--- config.mk ---
export PLATFORM = sky130hd
export DESIGN_NAME = data_memory_arbiter
export DESIGN_NICKNAME = d
export VERILOG_FILES = /design/src/rtl/data_memory_arbiter.sv
export SDC_FILE = /design/constraint.sdc
export NUM_CORES = 1
export LEC_CHECK = 0
export CORE_MARGIN = 2
export CORE_UTILIZATION = 35
export DETAILED_ROUTE_END_ITERATION = 8
export PLACE_DENSITY_LB_ADDON = 0.1
export SLEW_MARGIN = 20
export SYNTH_ARGS = -nofsm -noshare
export SYNTH_HDL_FRONTEND = slang
export SYNTH_SLANG_ARGS = --single-unit
export TNS_END_PERCENT = 1
--- constraint.sdc ---
create_clock -name I_clk -period 1.5 [get_ports I_clk]
set_input_delay 0.15 -clock I_clk [delete_from_list [all_inputs] [get_ports I_clk]]
set_output_delay 0.15 -clock I_clk [all_outputs]
set_load 0.005 [all_outputs]
--- src/rtl/data_memory_arbiter.sv ---
// Round-robin arbiter sharing one single-port data memory between two masters.
// One access at a time through an IDLE -> ACCESS -> DONE sequencer; bad addresses never reach memory.
module data_memory_arbiter #(
  parameter int unsigned MEM_BYTES = 1024
) (
  input  logic        I_clk,
  input  logic        I_reset,
  input  logic        I_req0,
  input  logic        I_req1,
  input  logic        I_we0,
  input  logic        I_we1,
  input  logic [31:0] I_addr0,
  input  logic [31:0] I_addr1,
  input  logic [31:0] I_wdata0,
  input  logic [31:0] I_wdata1,
  output logic        O_ack0,
  output logic        O_ack1,
  output logic        O_err0,
  output logic        O_err1,
  output logic [31:0] O_rdata0,
  output logic [31:0] O_rdata1,
  output logic        O_mem_memrw,
  output logic [31:0] O_mem_address,
  output logic [31:0] O_mem_data,
  input  logic [31:0] I_mem_data,
  output logic        O_busy
);

  localparam int unsigned AW = 32;
  localparam logic [AW-1:0] MAX_ADDR = AW'(MEM_BYTES - 32'd4);

  typedef enum logic [1:0] {
    ST_IDLE   = 2'd0,
    ST_ACCESS = 2'd1,
    ST_DONE   = 2'd2
  } state_e;

  state_e state_q, state_d;

  logic          port_q,  port_d;
  logic          we_q,    we_d;
  logic          err_q,   err_d;
  logic          last_q,  last_d;
  logic [AW-1:0] addr_q,  addr_d;
  logic [AW-1:0] wdata_q, wdata_d;
  logic [31:0]   rdata0_q, rdata0_d;
  logic [31:0]   rdata1_q, rdata1_d;
  logic          ack0_q, ack0_d;
  logic          ack1_q, ack1_d;
  logic          err0_q, err0_d;
  logic          err1_q, err1_d;
  logic          busy_q, busy_d;

  logic          any_req_c;
  logic          gnt_port_c;
  logic          gnt_we_c;
  logic [AW-1:0] gnt_addr_c;
  logic [AW-1:0] gnt_wdata_c;
  logic          gnt_err_c;

  // Grant selection: on a tie the port opposite the last grant wins
  always_comb begin
    any_req_c   = I_req0 | I_req1;
    gnt_port_c  = (I_req0 & I_req1) ? ~last_q : I_req1;
    gnt_we_c    = gnt_port_c ? I_we1    : I_we0;
    gnt_addr_c  = gnt_port_c ? I_addr1  : I_addr0;
    gnt_wdata_c = gnt_port_c ? I_wdata1 : I_wdata0;
    gnt_err_c   = (gnt_addr_c[1:0] != 2'b00) || (gnt_addr_c > MAX_ADDR);
  end

  // State register
  always_ff @(posedge I_clk) begin
    if (I_reset) begin
      state_q <= ST_IDLE;
    end else begin
      state_q <= state_d;
    end
  end

  // Next-state logic
  always_comb begin
    state_d = state_q;
    case (state_q)
      ST_IDLE:   if (any_req_c) state_d = ST_ACCESS;
      ST_ACCESS: state_d = ST_DONE;
      ST_DONE:   state_d = ST_IDLE;
      default:   state_d = ST_IDLE;
    endcase
  end

  // Output and datapath next values
  always_comb begin
    port_d   = port_q;
    we_d     = we_q;
    err_d    = err_q;
    last_d   = last_q;
    addr_d   = addr_q;
    wdata_d  = wdata_q;
    rdata0_d = rdata0_q;
    rdata1_d = rdata1_q;
    ack0_d   = 1'b0;
    ack1_d   = 1'b0;
    err0_d   = 1'b0;
    err1_d   = 1'b0;
    busy_d   = (state_d != ST_IDLE);
    case (state_q)
      ST_IDLE: begin
        if (any_req_c) begin
          port_d  = gnt_port_c;
          we_d    = gnt_we_c;
          addr_d  = gnt_addr_c;
          wdata_d = gnt_wdata_c;
          err_d   = gnt_err_c;
          last_d  = gnt_port_c;
        end
      end
      ST_ACCESS: begin
        // Completion is registered here so ack/err appear throughout DONE
        if (port_q) begin
          ack1_d = 1'b1;
          err1_d = err_q;
          if (!we_q) rdata1_d = err_q ? 32'd0 : I_mem_data;
        end else begin
          ack0_d = 1'b1;
          err0_d = err_q;
          if (!we_q) rdata0_d = err_q ? 32'd0 : I_mem_data;
        end
      end
      default: ;
    endcase
  end

  always_ff @(posedge I_clk) begin
    if (I_reset) begin
      port_q   <= 1'b0;
      we_q     <= 1'b0;
      err_q    <= 1'b0;
      last_q   <= 1'b1;
      addr_q   <= '0;
      wdata_q  <= '0;
      rdata0_q <= '0;
      rdata1_q <= '0;
      ack0_q   <= 1'b0;
      ack1_q   <= 1'b0;
      err0_q   <= 1'b0;
      err1_q   <= 1'b0;
      busy_q   <= 1'b0;
    end else begin
      port_q   <= port_d;
      we_q     <= we_d;
      err_q    <= err_d;
      last_q   <= last_d;
      addr_q   <= addr_d;
      wdata_q  <= wdata_d;
      rdata0_q <= rdata0_d;
      rdata1_q <= rdata1_d;
      ack0_q   <= ack0_d;
      ack1_q   <= ack1_d;
      err0_q   <= err0_d;
      err1_q   <= err1_d;
      busy_q   <= busy_d;
    end
  end

  // Write enable gated by reset so a store interrupted in ACCESS never commits
  assign O_mem_memrw   = (state_q == ST_ACCESS) & we_q & ~err_q & ~I_reset;
  assign O_mem_address = addr_q;
  assign O_mem_data    = wdata_q;
  assign O_ack0        = ack0_q;
  assign O_ack1        = ack1_q;
  assign O_err0        = err0_q;
  assign O_err1        = err1_q;
  assign O_rdata0      = rdata0_q;
  assign O_rdata1      = rdata1_q;
  assign O_busy        = busy_q;

endmodule

# Word level (Yosys, flattened, before mapping)
# Cells that the tools add are included.
# W data, S select, Z words.
[totals] regBits=139 latchBits=0 mem_bits_rw=0 romBits=0 input_bits=166 out_inout_bits=134 elab_cells=46 memories=0
[op_classes] addsub=0 mul=0 n_div=0 n_lt_le_gt_ge=1 eq_ne=1 shifts=0 muxes=9 bitwise_logic=11 n_reduce_logical=10
[ops] op="$mux W32" n=3
[ops] op="$gt A32 B10 Y1 const B" n=1
[ops] op="$not A1 Y1" n=6
[ops] op="$reduce_and A3 Y1" n=2
[ops] op="$reduce_or A3 Y1" n=2
[ops] op="$and A1 B1 Y1" n=4
[ops] op="$mux W1" n=4
[ops] op="$pmux W2 S2" n=1
[ops] op="$reduce_bool A2 Y1" n=2
[ops] op="$eq A2 B1 Y1 const B" n=1
[ops] op="$logic_not A2 Y1" n=1
[ops] op="$mux W2" n=1
[ops] op="$reduce_and A2 Y1" n=1
[ops] op="$reduce_or A2 Y1" n=1
[ops] op="$logic_or A1 B1 Y1" n=1
[ops] op="$or A1 B1 Y1" n=1

# Longest topological paths before layout
[logic_depth] ltp_word=5 mapped_depth=7 ltp_nobuf=4

# Least setup slack after synthesis
# No wires, ideal clock.
[synth_path] kind="reg-to-reg" from="reg state_q[1]" to="reg rdata1_q[10], in the netlist O_rdata1[10]" setup_ns=0.132 t_arrival_ns=1.186 required_time_ns=1.368 path_slack_ns=0.181 stages_incl_launch_ff=7 path_buffers=2 path_cell_list="dfxtp_1 nand2b_4 or3b_1 buf_2 buf_6 nand2_1 a21oi_1"
[synth_via] elab_chain_cells=2
[synth_rtl] item="from (decl)" line_no="38" text="state_e state_q, state_d;"
[synth_rtl] item="from (signal assigned)" line_no="76" text="state_q <= state_d;"
[synth_rtl] item="$eq A2 B1 Y1" line_no="106" text="case (state_q)"
[synth_rtl] item="$reduce_and A3 Y1 (no source line)"
[synth_rtl] item="to (signal assigned)" line_no="156" text="rdata1_q <= rdata1_d;"
[synth_rtl] item="to (decl)" line_no="47" text="logic [31:0] rdata1_q, rdata1_d;"
# Every way passes these cells.
# A chain may end at the register's enable or synchronous reset.

# Final worst setup path
[layout_path] from="reg state_q[1]" to="out O_mem_memrw"
[layout_via] elab_chain_cells=4
[layout_rtl] item="$eq A2 B1 Y1" line_no="166" text="assign O_mem_memrw = (state_q == ST_ACCESS) & we_q & ~err_q & ~I_reset;"
[layout_rtl] item="$and A1 B1 Y1 (3 in a row)" line_no="166"
[layout_rtl] item="to (decl)" line_no="22" text="output logic O_mem_memrw,"
# Every way passes these cells.

==> key figures <==
Cells and area
  • Antenna diode count: 0
  • Fraction of final layout cells sized beyond drive strength 1: 0.124
  • Fin area: between 0.009 and 0.01 sq mm
  • Final standard cell utilization of the core: 0.602
  • Area growth from synthesis to layout: 67.8%
  • Final-stage net count: between 1000 and 1500

Detailed routing
  • Vias per std cell: between 4 and 5
  • Antenna Violating Nets Remaining: 0
  • Highest routed metal layer: met4
  • Iteration-0 DRC Markers: about 190
  • Initial DRT Pass Iterations: 4
  • Wire length on met1: roughly 7.6 mm
  • Remaining design rule violation count: 0
  • Routed met3 length: between 1.5 and 2 mm
  • Routed Wire Length: 19.1 mm
  • Total vias in the final route: around 5800
  • Met2 wire length: roughly 9.4 mm
  • Average wire per cell in the routed design: 16.1 um

STA
  • Top achievable clock speed: around 660 MHz
  • Unrepaired setup endpoints after global routing: yes
  • Period Utilization, post-route: 1.01
  • Max-slew violation count: 0
  • PnR worst setup slack: -0.0222 ns
  • Final Setup Violations: 1
  • Setup TNS after final layout: -0.0222 ns
  • Relative slew slack: 0.550
  • Slew at the pin closest to its max-slew limit: 0.675 ns
  • Hold violation count in the final report: 0
  • Clock Skew: approximately 0.0087 ns
  • Time the worst path needs with I/O delays and setup: about 1.5 ns

Place
  • Pre-CTS setup slack: -0.244 ns
  • HPWL Detailed: around 14 mm
  • Weighted congestion reported at the end of routability-driven placement: ~0.84
  • Dpl cell area: roughly 0.0093 sq mm
  • Port Buf Inserts: 299

Clock network
  • Clock slew at the register clock pins of the worst setup and hold paths: around 0.060 ns
  • Cell chosen for the clock root: clkbuf_16
  • Total number of clock tree sinks: 139
  • H-Tree Depth: 4
  • Total CTS buffers: 17
  • Insertion delay of the later-clocked pin in the worst-skew pair: approximately 0.4 ns
  • Largest buffer count on any clock path: 2
  • CTS tree: built

Floorplanning
  • Initial Utilization: 0.359
  • Number of I/O pins: 300
  • Floorplan core area: ~0.017 sq mm
  • Area of the die: between 0.015 and 0.02 sq mm
  • Site Rows: 47
  • Die boundary width: 134 um
  • Vertical die dimension: 134 um

Worst hold path
  • Hold depth: 4
  • Beginning of the worst hold path: I_reset
  • Destination of the worst hold path: O_ack0$_SDFF_PP0_
  • Path type of the worst min-delay path: in -> reg

Synthesis
  • Most used flip-flop cell after synthesis: dfxtp_1
  • Sequential share of the synthesized area: 0.468
  • Post-synth design cell area: between 0.005 and 0.006 sq mm
  • Number of distinct library cell variants in the gate-level netlist after synthesis: 34
  • Number of flops mapped to enable cells by yosys: 0
  • Share of async-settable or async-resettable flops after synthesis: 0
  • Seq cells post-synth: approximately 140
  • Warnings, synthesis: 0
  • Synthesized area divided by synthesized cell count: just over 9 sq um
  • Nets in the synthesized netlist: 822
  • Cell count after synthesis: ~660

Global route
  • Maximum number of pins on one net before global-route repair: 65
  • Total global-route track usage: 0.209
  • Antenna violations before repair: 0
  • Wire length of the first global-routing pass: approximately 30 mm
  • Overflow after GRT: 0
  • Via count of the first global-routing pass: roughly 5800

Critical path
  • FF-to-FF End: O_rdata1[27]$_SDFFE_PP0P_
  • CP startpoint kind: flop
  • Data required time at the worst endpoint: about 1.4 ns
  • Logic depth of the worst register-to-register path: 6
  • R2R Path Start: state_q[1]$_SDFF_PP0_
  • Endpoint class of the critical path: primary output
  • Arrival @ worst endpoint: 1.37 ns
  • Highest fanout seen on the critical path: 2
  • R2r setup slk: around 0.040 ns
  • Start-to-end type of the worst setup path: reg -> out

Pwr
  • Overall power after layout: roughly 11000 uW
  • Max IR drop VDD: approximately 0.00085 V
  • Leakage dissipation: between 0.003 and 0.004 uW
  • Power density relative to cell area: 1060 mW/mm^2

Outcome
  • Run status: finished, violations left
  • Violated checks: negative setup slack

Flow run
  • Max cap viols: 0
==> layer usage <==
metal | up-vias | track usage
met5 | - | 0
met4 | 0 | 0.0912
met3 | 34 | 0.0748
met2 | 216 | 0.357
met1 | 2645 | 0.236
li1 | 2861 | -
==> cell usage after synthesis, types with 2 or more instances <==
master | n | area share
clkbuf_1 | 19 | 0.012
buf_2 | 14 | 0.012
nor2_1 | 69 | 0.044
a211oi_2 | 30 | 0.063
and2_1 | 2 | 0.0021
nor2b_1 | 33 | 0.035
nor4_1 | 12 | 0.013
nand2_1 | 129 | 0.081
o21ai_0 | 3 | 0.0025
buf_6 | 10 | 0.019
buf_4 | 10 | 0.013
a21oi_1 | 65 | 0.055
nand4_1 | 2 | 0.0021
dfxtp_1 | 139 | 0.47
mux2i_1 | 65 | 0.11
a211oi_1 | 36 | 0.045
==> layout by cell type, fill, tap and decap left out, drive strengths merged, types with 3 or more instances in the layout <==
| cell | count |
|---|---|
| a211oi | 66 |
| a21oi | 65 |
| buf | 38 |
| clkbuf | 21 |
| clkdlybuf4s50 | 294 |
| clkinv | 6 |
| dfxtp | 139 |
| mux2i | 65 |
| nand2 | 129 |
| nor2 | 70 |
| nor2b | 33 |
| nor4 | 12 |
| o21ai | 3 |
==> repair_timing <==
| item | 4_1_cts | 5_1_grt |
|---|---|---|
| setup endpoints to repair | 64 | 113 |
| gates resized for setup | 14 | 10 |
| hold endpoints to repair | 0 | 0 |
| hold buffers | 0 | 0 |
| pin swaps | 1 | 20 |
| buffers inserted | 0 | 0 |
==> state kept, by name, summed over array words and instances, names as in the netlist <==
register,count
O_ack0,1
O_ack1,1
O_busy,1
O_err0,1
O_err1,1
O_mem_address,32
O_mem_data,32
O_rdata0,32
O_rdata1,32
err_q,1
last_q,1
port_q,1
state_q,2
we_q,1
==> critical path, cell delays in order, from the launching register on <==
cell and delay (ns):
dfxtp_2 0.32, nand2b_4 0.13, or2_4 0.23, nor3b_2 0.14, buf_2 0.15
==> worst max path at each step <==
stage | from | endpoint | cells after the start
floorplan | state_q[1]$_SDFF_PP0_ | O_rdata1[10]$_SDFFE_PP0P_ | 6
global placement | state_q[1]$_SDFF_PP0_ | O_mem_memrw | 4
detailed placement | I_req1 | O_mem_data[14]$_SDFFE_PP0P_ | 6
CTS | state_q[1]$_SDFF_PP0_ | O_mem_memrw | 4
global route | state_q[1]$_SDFF_PP0_ | O_mem_memrw | 4
finish | state_q[1]$_SDFF_PP0_ | O_mem_memrw | 4
==> area by class of cell <==
type / instances / area, sq um
Clock buffer: 21 / 470
Clock inverter: 11 / 118
Fill cell: 1463 / 6600
Inverter: 1 / 3.75
Multi-Input combinational cell: 461 / 2900
Sequential cell: 139 / 2790
Tap cell: 220 / 275
Timing Repair Buffer: 335 / 3430
==> where the power goes <==
group          leakage (uW)  switching, uW  internal (uW)
Sequential          0.00114            164           3970
Clock              0.000289           1570           2570
Combinational       0.00222            960           1330
Total               0.00365           2700           7880
==> kinds of logic after synthesis <==
kind of cell	after synthesis	synth area share
AND/OR/NAND/NOR	258	0.192
flip-flops	139	0.468
AO/OA/AOI/OAI	138	0.172
multiplexers	65	0.109
buffers and inverters	56	0.0591
==> metrics by stage <==
stage	hold WS, ns	instances
3_5_place_dp	0.446	1156
3_3_place_gp	0.441	1156
2_1_floorplan	0.340	656
5_1_grt	0.143	1188
4_1_cts	0.125	1188
6_report	0.142	1188
Note: power is estimated with default switching activity, not from simulation.
